==> src/rtl/rmii_tx.sv <==
`default_nettype none
// ============================================================================
// Module  : rmii_tx
// Brief   : 100 Mb/s RMII transmit MAC: preamble/SFD, body, pad, CRC-32, IFG.
// Revision: 1.0  initial release
// ============================================================================
module rmii_tx #(
   parameter int MIN_LEN    = 60,
   parameter bit PAD_EN     = 1'b1,
   parameter int IFG_CYCLES = 48
) (
   input  logic        REF_CLK,
   input  logic        arst,
   output logic        TXD0,
   output logic        TXD1,
   output logic        TX_EN,
   input  logic        fifo_empty,
   input  logic [7:0]  fifo_dout,
   input  logic        fifo_EOD_out,
   output logic        fifo_rden,
   output logic [15:0] succ_tx_count_gray,
   output logic [15:0] underrun_count_gray
);

   typedef enum logic [2:0] {
      S_IDLE  = 3'd0,
      S_PRE   = 3'd1,
      S_BODY  = 3'd2,
      S_PAD   = 3'd3,
      S_FCS   = 3'd4,
      S_ABORT = 3'd5,
      S_IFG   = 3'd6
   } state_t;

   localparam logic [31:0] c_POLY     = 32'hEDB88320;
   localparam logic [15:0] c_IFG_LAST = 16'(IFG_CYCLES - 1);
   localparam logic [10:0] c_BYTE_MAX = 11'h7FF;

   state_t      r_state, w_state_nxt;
   logic [1:0]  r_dib;
   logic [15:0] r_cnt;
   logic [7:0]  r_shift, r_hold;
   logic        r_shift_eod, r_hold_eod, r_pend;
   logic [31:0] r_crc, w_crc_nxt;
   logic [10:0] r_bytes, w_bytes_nxt;
   logic [15:0] r_succ_cnt, r_urun_cnt, r_succ_gray, r_urun_gray;
   logic [1:0]  r_txd, w_dibit;
   logic        r_tx_en, w_tx_en, w_rden, w_start, w_abort, w_succ_inc, w_short;

   function automatic logic [31:0] crc_step(input logic [31:0] c, input logic b);
      crc_step = (c >> 1) ^ ((c[0] ^ b) ? c_POLY : 32'h0);
   endfunction

   assign w_bytes_nxt = (r_bytes == c_BYTE_MAX) ? r_bytes : r_bytes + 11'd1;
   assign w_short     = int'(w_bytes_nxt) < MIN_LEN;
   assign w_crc_nxt   = crc_step(crc_step(r_crc, w_dibit[0]), w_dibit[1]);

   // The IDLE cycle that launches a frame already emits the first preamble dibit.
   always_comb begin
      w_state_nxt = r_state;
      w_rden      = 1'b0;
      w_dibit     = 2'b00;
      w_tx_en     = 1'b0;
      w_start     = 1'b0;
      w_abort     = 1'b0;
      w_succ_inc  = 1'b0;
      case (r_state)
         S_IDLE: begin
            if (!fifo_empty) begin
               w_start     = 1'b1;
               w_rden      = 1'b1;
               w_tx_en     = 1'b1;
               w_dibit     = 2'b01;
               w_state_nxt = S_PRE;
            end
         end
         S_PRE: begin
            w_tx_en = 1'b1;
            w_dibit = (r_cnt == 16'd31) ? 2'b11 : 2'b01;
            if (r_cnt == 16'd31) w_state_nxt = S_BODY;
         end
         S_BODY: begin
            w_tx_en = 1'b1;
            w_dibit = r_shift[1:0];
            if (r_dib == 2'd0 && !r_shift_eod) begin
               if (fifo_empty) begin
                  w_abort     = 1'b1;
                  w_tx_en     = 1'b0;
                  w_state_nxt = S_ABORT;
               end else begin
                  w_rden = 1'b1;
               end
            end
            if (r_dib == 2'd3 && r_shift_eod)
               w_state_nxt = (PAD_EN && w_short) ? S_PAD : S_FCS;
         end
         S_PAD: begin
            w_tx_en = 1'b1;
            if (r_dib == 2'd3 && !w_short) w_state_nxt = S_FCS;
         end
         S_FCS: begin
            w_tx_en = 1'b1;
            w_dibit = ~r_crc[1:0];
            if (r_cnt == 16'd15) begin
               w_succ_inc  = 1'b1;
               w_state_nxt = S_IFG;
            end
         end
         S_ABORT: begin
            // One pop in flight at a time so nothing past the EOD byte is consumed.
            w_rden = !fifo_empty && !r_pend;
            if (r_pend && fifo_EOD_out) w_state_nxt = S_IFG;
         end
         S_IFG: begin
            if (r_cnt >= c_IFG_LAST) w_state_nxt = S_IDLE;
         end
         default: w_state_nxt = S_IFG;
      endcase
   end

   always_ff @(posedge REF_CLK or posedge arst) begin
      if (arst) begin
         r_state     <= S_IDLE;
         r_dib       <= 2'd0;
         r_cnt       <= 16'd0;
         r_shift     <= 8'h00;
         r_shift_eod <= 1'b0;
         r_hold      <= 8'h00;
         r_hold_eod  <= 1'b0;
         r_pend      <= 1'b0;
         r_crc       <= 32'hFFFF_FFFF;
         r_bytes     <= 11'd0;
         r_succ_cnt  <= 16'd0;
         r_urun_cnt  <= 16'd0;
         r_succ_gray <= 16'd0;
         r_urun_gray <= 16'd0;
         r_txd       <= 2'b00;
         r_tx_en     <= 1'b0;
      end else begin
         r_state <= w_state_nxt;
         r_pend  <= w_rden;
         r_tx_en <= w_tx_en;
         r_txd   <= w_tx_en ? w_dibit : 2'b00;
         r_dib   <= w_tx_en ? r_dib + 2'd1 : 2'd0;
         r_cnt   <= (w_state_nxt != r_state) ? (w_start ? 16'd1 : 16'd0) : r_cnt + 16'd1;

         if (r_pend) begin
            r_hold     <= fifo_dout;
            r_hold_eod <= fifo_EOD_out;
         end

         if (r_state == S_PRE && r_cnt == 16'd31) begin
            r_shift     <= r_hold;
            r_shift_eod <= r_hold_eod;
         end else if (r_state == S_BODY && r_dib == 2'd3) begin
            r_shift     <= r_shift_eod ? 8'h00 : r_hold;
            r_shift_eod <= r_shift_eod | r_hold_eod;
         end else begin
            r_shift <= r_shift >> 2;
         end

         if (r_state == S_IDLE || r_state == S_PRE)
            r_crc <= 32'hFFFF_FFFF;
         else if (r_state == S_BODY || r_state == S_PAD)
            r_crc <= w_crc_nxt;
         else if (r_state == S_FCS)
            r_crc <= r_crc >> 2;

         if (r_state == S_IDLE)
            r_bytes <= 11'd0;
         else if ((r_state == S_BODY || r_state == S_PAD) && r_dib == 2'd3)
            r_bytes <= w_bytes_nxt;

         r_succ_cnt  <= r_succ_cnt + {15'd0, w_succ_inc};
         r_urun_cnt  <= r_urun_cnt + {15'd0, w_abort};
         r_succ_gray <= r_succ_cnt ^ (r_succ_cnt >> 1);
         r_urun_gray <= r_urun_cnt ^ (r_urun_cnt >> 1);
      end
   end

   assign TXD0                = r_txd[0];
   assign TXD1                = r_txd[1];
   assign TX_EN               = r_tx_en;
   assign fifo_rden           = w_rden;
   assign succ_tx_count_gray  = r_succ_gray;
   assign underrun_count_gray = r_urun_gray;

endmodule
`default_nettype wire
==> config.mk <==
export PLATFORM = sky130hd
export DESIGN_NAME = rmii_tx
export DESIGN_NICKNAME = d
export VERILOG_FILES = /design/src/rtl/rmii_tx.sv
export SDC_FILE = /design/constraint.sdc
export NUM_CORES = 1
export LEC_CHECK = 0
export ABC_AREA = 1
export CORE_MARGIN = 1.5
export CORE_UTILIZATION = 50
export CTS_CLUSTER_DIAMETER = 40
export DETAILED_ROUTE_END_ITERATION = 8
export GPL_ROUTABILITY_DRIVEN = 0
export GPL_TIMING_DRIVEN = 0
export PLACE_DENSITY = 0.7
export SYNTH_ARGS = -nofsm -noshare
export SYNTH_HDL_FRONTEND = slang
export SYNTH_SLANG_ARGS = --single-unit
==> constraint.sdc <==
create_clock -name REF_CLK -period 7.2 [get_ports REF_CLK]
set_clock_uncertainty 0.05 [all_clocks]
set_input_delay 2.16 -clock REF_CLK [delete_from_list [all_inputs] [get_ports REF_CLK]]
set_output_delay 2.16 -clock REF_CLK [all_outputs]
set_load 0.01 [all_outputs]
==> metrics.md, run 1 <==
| Metric | Value |
|---|---|
| Number of buffers added by the clock tree synthesis step | `17` |
| Maximum Capacitance Violations | `0` |
| Area growth from synthesis to final layout | `19.11%` |
| Fmax achieved | `approximately 180 MHz` |
| Clock Pin Slew Worst Setup and Hold Paths | `0.06 ns` |
| Number of synthesis warnings | `0` |
| Post-DP HPWL | `roughly 9000 µm` |
| Main combinational cell family by area after synthesis | `simple AND/OR/NAND/NOR gates` |
| Worst min-delay path category | `flop to flop` |
| Worst Hold Depth | `0` |
| First-pass DRT Iterations | `4` |
| Kind of end point of the critical path | `output pin` |
| Register-to-register setup slack | `4.65 ns` |
| Post-route cell area | `8065 µm²` |
| Iteration-0 DRC count of the detailed router | `311` |
| Post-synthesis compound-gate area fraction | `under 10%` |
| Post-synthesis adder-cell area fraction | `6.282%` |
| Setup repair after global routing missed its margin | `false` |
| Count of unresolved DRC violations after routing | `0` |
| GRT Residual Overflow | `0` |
| Die extent in y | `119.4 µm` |
| Placement-stage cell area | `7495 µm²` |
| Worst vdd ir | `0.0001767 V` |
| Measured slew at the worst slew-check pin | `0.8073 ns` |
| Post-layout min period | `5.626 ns` |
| Remaining antenna violation count after routing | `0` |
| Pins Over Slew Limit | `0` |
| Path type of the worst setup path | `input pin to output pin` |
| Required time of the worst setup path | `4.99 ns` |
| Avg Synthesized Cell Area | `between 9 and 10 µm²` |
| Post-Synth Simple-Gate Area | `18.66%` |
| Leakage power total | `0.003916 µW` |
| Result of the run | `finished clean` |
| Starting density of the core | `51.13%` |
| Number of instances in the synthesized netlist | `707` |
| Wire length per cell | `about 14 µm` |
| Die area | `14250 µm²` |
| Clk root buf | `clkbuf_16` |
| Count of clock tree sinks | `150` |
| Capture instance of the worst register-to-register path | `r_succ_cnt[15]` |
| Worst setup path startpoint | `fifo_empty` |
| Final Routed Wirelength | `between 10000 and 15000 µm` |
| Length in cells of the worst reg-to-reg path | `12` |
| Worst slew margin | `46.18%` |
| Period Utilization, post-route | `78.14%` |
| Vias | `4935` |
| Total routing resource utilization after global routing | `20.61%` |
| Distinct cell type count after synthesis | `35` |
| Fill count | `1104` |
| Mapped Area | `slightly below 7000 µm²` |
| Core Rows | `42` |
| Critical path's largest stage delay | `0.57 ns` |
| Post_cts resized | `0` |
| Number of inserted diodes | `0` |
| Worst flop-to-flop path startpoint | `r_cnt[13]` |
| Synth Net Count | `between 700 and 800` |
| Data arrival time of the critical path | `3.42 ns` |
| Count of final hold-check violations | `0` |
| Latest clock arrival within the worst-skew pair | `roughly 0.43 ns` |
| Total Power Consumption | `approximately 1700 µW` |
| Hold path startpoint | `r_urun_cnt[15]` |
| Crit-path slowest cell | `clkdlybuf4s50_1` |
| Clock Tree Buf Depth | `2` |
| Cells along the critical path | `clkdlybuf4s50_1 > a21oi_1 > clkdlybuf4s50_1` |
| FF+latch count, synth | `150` |
| Number of nets in the layout | `820` |
| Via count of the first global-routing pass | `5096` |
| Post-CTS Repair Setup Buffers | `0` |
| Core outline area | `13240 µm²` |
| Largest net degree at the start of global routing | `92` |
| Clock tree from TritonCTS | `yes` |
| First-pass GRT wire length | `23300 µm` |
| Proportion of synthesized area in mux cells | `0%` |
| Via density per instance | `5.125` |
| Fraction of layout cells with a size suffix above 1 | `11.69%` |
| Cell area power density | `around 220 nW/µm²` |
| Final core utilization | `60.90%` |
| Die outline width | `around 120 µm` |
| Hold Buf Count CTS | `0` |
| Initial antenna violation count | `0` |
| H-tree levels | `4` |
| Portion of the post-synthesis area used by sequential elements | `56.02%` |
| Endpoint of the worst hold path | `underrun_count_gray[15]` |
| Final count of negative-setup-slack endpoints | `0` |
| Number of I/O port buffers | `47` |
| Number of top-level pins | `48` |
| Xor/xnor cell area share of the yosys netlist | `around 5.7%` |
| Crit path top cell by count | `clkdlybuf4s50_1` |
| Peak fanout along the critical path | `4` |
| Startpoint types | `input pin` |
==> Yosys cell counts <==
| master | n | area (µm²) |
|---|---|---|
| ha_1 | 34 | 425.4 |
| buf_8 | 1 | 15.01 |
| nand2_4 | 1 | 11.26 |
| inv_2 | 1 | 3.750 |
| a32o_1 | 1 | 10.01 |
| nand2_1 | 144 | 540.5 |
| o22ai_1 | 10 | 62.56 |
| xnor2_1 | 27 | 236.5 |
| nor3_1 | 2 | 10.01 |
| inv_1 | 93 | 349.1 |
| buf_6 | 1 | 11.26 |
| o2bb2ai_1 | 1 | 8.760 |
| clkbuf_1 | 7 | 26.28 |
| o2111ai_1 | 1 | 8.760 |
| dfstp_2 | 32 | 840.8 |
| nand4_1 | 13 | 81.33 |
| a31oi_1 | 3 | 18.77 |
| clkinv_1 | 1 | 3.750 |
| nor4_1 | 1 | 6.260 |
| nor2_1 | 58 | 217.7 |
| o21bai_1 | 3 | 22.52 |
| nor2_2 | 11 | 68.82 |
| dfrtp_1 | 118 | 2953 |
| nand3b_1 | 1 | 7.510 |
| nand3_2 | 3 | 30.03 |
| o21ai_0 | 50 | 250.2 |
| nor2_4 | 2 | 22.52 |
| nor3_2 | 2 | 20.02 |
| xor2_1 | 17 | 148.9 |
| nand3_1 | 42 | 210.2 |
| a21oi_1 | 11 | 55.05 |
| buf_2 | 2 | 10.01 |
| a22oi_1 | 5 | 37.54 |
| nand2_2 | 6 | 37.54 |
| o21ai_1 | 2 | 10.01 |
==> area by class of cell <==
type | instances | area [µm²] | share of cell area, %
repair buffers | 48 | 498.0 | 6.174
clock inverters | 9 | 102.6 | 1.272
flip-flops and latches | 150 | 3794 | 47.04
clock buffers | 23 | 467.9 | 5.802
well taps | 176 | 220.2 | 2.730
inverters | 95 | 361.6 | 4.483
multi-input cells | 451 | 2559 | 31.73
plain buffers | 11 | 62.56 | 0.7757
==> cell families (layout without fill, tap and decap cells) <==
logic type	Yosys count	in the layout
AO/OA/AOI/OAI	87	87
XOR/XNOR	44	44
adder cells (fa/ha/maj)	34	34
buffers and inverters	106	186
flip-flops	150	150
AND/OR/NAND/NOR	286	286
==> sequential cells by signal, summed over array words and instances (netlist names) <==
register	flops
r_crc	32
r_cnt	16
r_succ_cnt	16
r_urun_cnt	16
succ_tx_count_gray	16
underrun_count_gray	16
r_bytes	11
r_hold	8
r_shift	8
r_state	3
r_dib	2
r_txd	2
TX_EN	1
r_hold_eod	1
r_pend	1
r_shift_eod	1
==> where the power goes <==
group	internal (µW)	switching, µW	leakage, µW	total [µW]
sequential	848	0.789	0.00198	848
clock	526	327	0.000285	853
combinational	11.0	24.3	0.00165	35.3
==> critical path: cells and delay by family <==
family	cells	cell delay, ns
buf+inv	2	1.06
compound gates	1	0.20
==> how the worst max path moves through the flow <==
stage	slack [ns]	cells after the start	to
3_5_place_dp	1.58	3	fifo_rden
2_1_floorplan	1.01	1	TX_EN
5_1_grt	1.50	3	fifo_rden
4_1_cts	1.56	3	fifo_rden
6_report	1.57	3	fifo_rden
3_3_place_gp	-0.79	2	r_cnt[12]
==> layout by cell type, fill, tap and decap left out, types with 11 or more instances in the layout <==
cell type and instances:
clkdlybuf4s50_1 47, a21oi_1 11, o21ai_0 50, xor2_1 17, dfrtp_1 118, dfstp_2 32
nand2_1 144, nand3_1 42, nor2_1 58, clkbuf_16 17, nand4_1 13, inv_1 92
nor2_2 11, ha_1 34, clkbuf_1 11, xnor2_1 27
==> per-stage QoR <==
step | TNS (ns) | std cells | hold WS (ns) | setup slack, ns
3_3_place_gp | -92.55 | 930 | 0.3753 | -0.7942
2_1_floorplan | 0 | 707 | 0.3589 | 1.007
6_report | 0 | 963 | 0.3913 | 1.574
3_5_place_dp | 0 | 931 | 0.3747 | 1.575
4_1_cts | 0 | 963 | 0.3893 | 1.563
5_1_grt | 0 | 963 | 0.3987 | 1.495
==> per-layer routing <==
layer	up-vias	track usage, %	share of wire, %
met1	2412	25.63	45
met5	-	0	0
met4	0	7.664	1.8
li1	2402	-	-
met3	23	5.316	3.6
met2	98	34.79	49
No activity file was read; power rests on OpenSTA's default activity.
==> inputs of run 2 (changes only) <==
Settings changed: PLACE_DENSITY 0.7 to 0.72.
Clock period 7.2 ns to 4.9 ns, I/O delays scaled along.
==> run 2 against run 1 <==
Against the previous run:
- global-route usage down 0.55 points
- core utilization increased by 0.42 points
- highest routed layer unchanged
- critical endpoint unchanged
- setup slack got worse by 0.97 ns
- first-iteration DRC count grew 12%
- register-to-register slack worse by 2.2 ns
==> metrics.md, run 2 (synthesized netlist as in run 1, its figures left out) <==
| Metric | Value |
|---|---|
| Result of the run | `finished clean` |
| Fmax achieved | `232.5 MHz` |
| Post-layout min period | `4.301 ns` |
| Final count of negative-setup-slack endpoints | `0` |
| First-pass DRT Iterations | `5` |
| Clock Tree Buf Depth | `2` |
| Final critical-path setup slack | `around 0.6 ns` |
| Peak fanout along the critical path | `4` |
| Top library cells by usage in the layout, fill and taps aside | `144 x nand2_1, 118 x dfrtp_1, 92 x inv_1` |
| Required time of the worst setup path | `3.38 ns` |
| Fraction of layout cells with a size suffix above 1 | `12.17%` |
| Crit-path slowest cell | `clkdlybuf4s50_1` |
| Measured slew at the worst slew-check pin | `0.7320 ns` |
| Starting density of the core | `51.13%` |
| Startpoint types | `input pin` |
| Final Routed Wirelength | `12780 µm` |
| Post-Place Worst Slack | `around 0.6 ns` |
| Clock Pin Slew Worst Setup and Hold Paths | `0.06 ns` |
| Maximum Capacitance Violations | `0` |
| Number of top-level pins | `48` |
| Most common cell after layout, fill and taps aside | `nand2_1` |
| Worst vdd ir | `0.0002593 V` |
| Hold Buf Count CTS | `0` |
| Final core utilization | `61.32%` |
| Latest clock arrival within the worst-skew pair | `roughly 0.42 ns` |
| Crit path top cell by count | `clkdlybuf4s50_1` |
| Count of final hold-check violations | `0` |
| Largest Register | `r_crc` |
| Clock tree from TritonCTS | `yes` |
| Post-DP HPWL | `8868 µm` |
| Core outline area | `between 10000 and 15000 µm²` |
| Post-CTS Repair Setup Buffers | `0` |
| Core Rows | `42` |
| Worst slew margin | `51.10%` |
| Max FFs per register | `32` |
| Setup Total Neg Slack | `0 ns` |
| Total routing resource utilization after global routing | `between 20% and 30%` |
| Data arrival time of the critical path | `2.78 ns` |
| Remaining antenna violation count after routing | `0` |
| Worst min-delay path category | `flop to flop` |
| H-tree levels | `4` |
| Number of I/O port buffers | `47` |
| Via density per instance | `5.107` |
| Largest net degree at the start of global routing | `45` |
| Iteration-0 DRC count of the detailed router | `347` |
| Cells along the critical path | `clkdlybuf4s50_1 > a21oi_1 > clkdlybuf4s50_1` |
| Wire length per cell | `13.25 µm` |
| Fill count | `1095` |
| Pins Over Slew Limit | `0` |
| Cell area power density | `approximately 320 nW/µm²` |
| Via count of the first global-routing pass | `around 5000` |
| Clk root buf | `clkbuf_16` |
| Count of clock tree sinks | `150` |
| Setup repair after global routing missed its margin | `false` |
| Count of unresolved DRC violations after routing | `0` |
| Path type of the worst setup path | `input pin to output pin` |
| Number of inserted diodes | `0` |
| Critical path's largest stage delay | `0.57 ns` |
| Area growth from synthesis to final layout | `19.92%` |
| Kind of end point of the critical path | `output pin` |
| Initial antenna violation count | `0` |
| Post_cts resized | `0` |
| Number of nets in the layout | `slightly above 800` |
| First-pass GRT wire length | `approximately 23000 µm` |
| Die extent in y | `between 100 and 150 µm` |
| Tightest hold margin | `0.4010 ns` |
| Number of buffers added by the clock tree synthesis step | `17` |
| Leakage power total | `0.003917 µW` |
| Period Utilization, post-route | `roughly 88%` |
| Filler-free cell count of the finished design | `965` |
| Vias | `4928` |
| GRT Residual Overflow | `0` |
| Die outline width | `119.4 µm` |
| Cell Count Post-Placement | `933` |
| Die area | `14250 µm²` |
[run 2: path summary, 6_finish.rpt]
path                                        to  slack [ns]  startpoint  cells after the start
worst max-delay path                 fifo_rden        0.60  fifo_empty                      3
worst min-delay path                r_shift[4]        0.40  r_shift[6]                      2
worst max register to register  r_succ_cnt[15]        2.43   r_cnt[13]                     12
worst min register to register      r_shift[4]        0.40  r_shift[6]                      2
max in group asynchronous            r_crc[15]        2.34        arst                      4
min in group asynchronous       r_urun_cnt[15]        1.48        arst                      2
[run 2: metrics by stage]
stage                     total power, µW  area, µm²
after floorplan                      1299       6775
after CTS                            2620       8120
after global routing                 2693       8120
after detailed placement             1324       7526
after global placement               1317       7466
final                                2598       8120
[run 2: critical path, delay by kind of cell]
family | cells | cell delay (ns)
AO/OA/AOI/OAI | 1 | 0.23
buffers and inverters | 2 | 1.07
[run 2: layout make-up]
type / instances / area, µm² / share of cell area, %
clock inverter: 10 / 120.1 / 1.479
multi-input combinational: 451 / 2559 / 31.51
sequential: 150 / 3794 / 46.72
buffer: 11 / 62.56 / 0.7704
tap: 176 / 220.2 / 2.712
clock buffer: 22 / 474.2 / 5.840
timing repair buffer: 50 / 530.5 / 6.533
inverter: 95 / 360.3 / 4.438
[run 2: where the power goes]
group	internal (µW)	leakage (µW)	switching [µW]
Sequential	1250	0.00198	1.22
Clock	792	0.000275	505
Combinational	18.7	0.00167	35.9
Total	2060	0.00392	542
[run 2: layer usage]
layer	wire length (µm)	vias to the layer above	part of all wire, %	global-route usage [%]
met5	0	-	0	0
met4	145	0	1.1	9.226
met3	458	10	3.6	4.646
met2	6162	106	48	32.55
met1	6017	2403	47	25.71
li1	-	2409	-	-
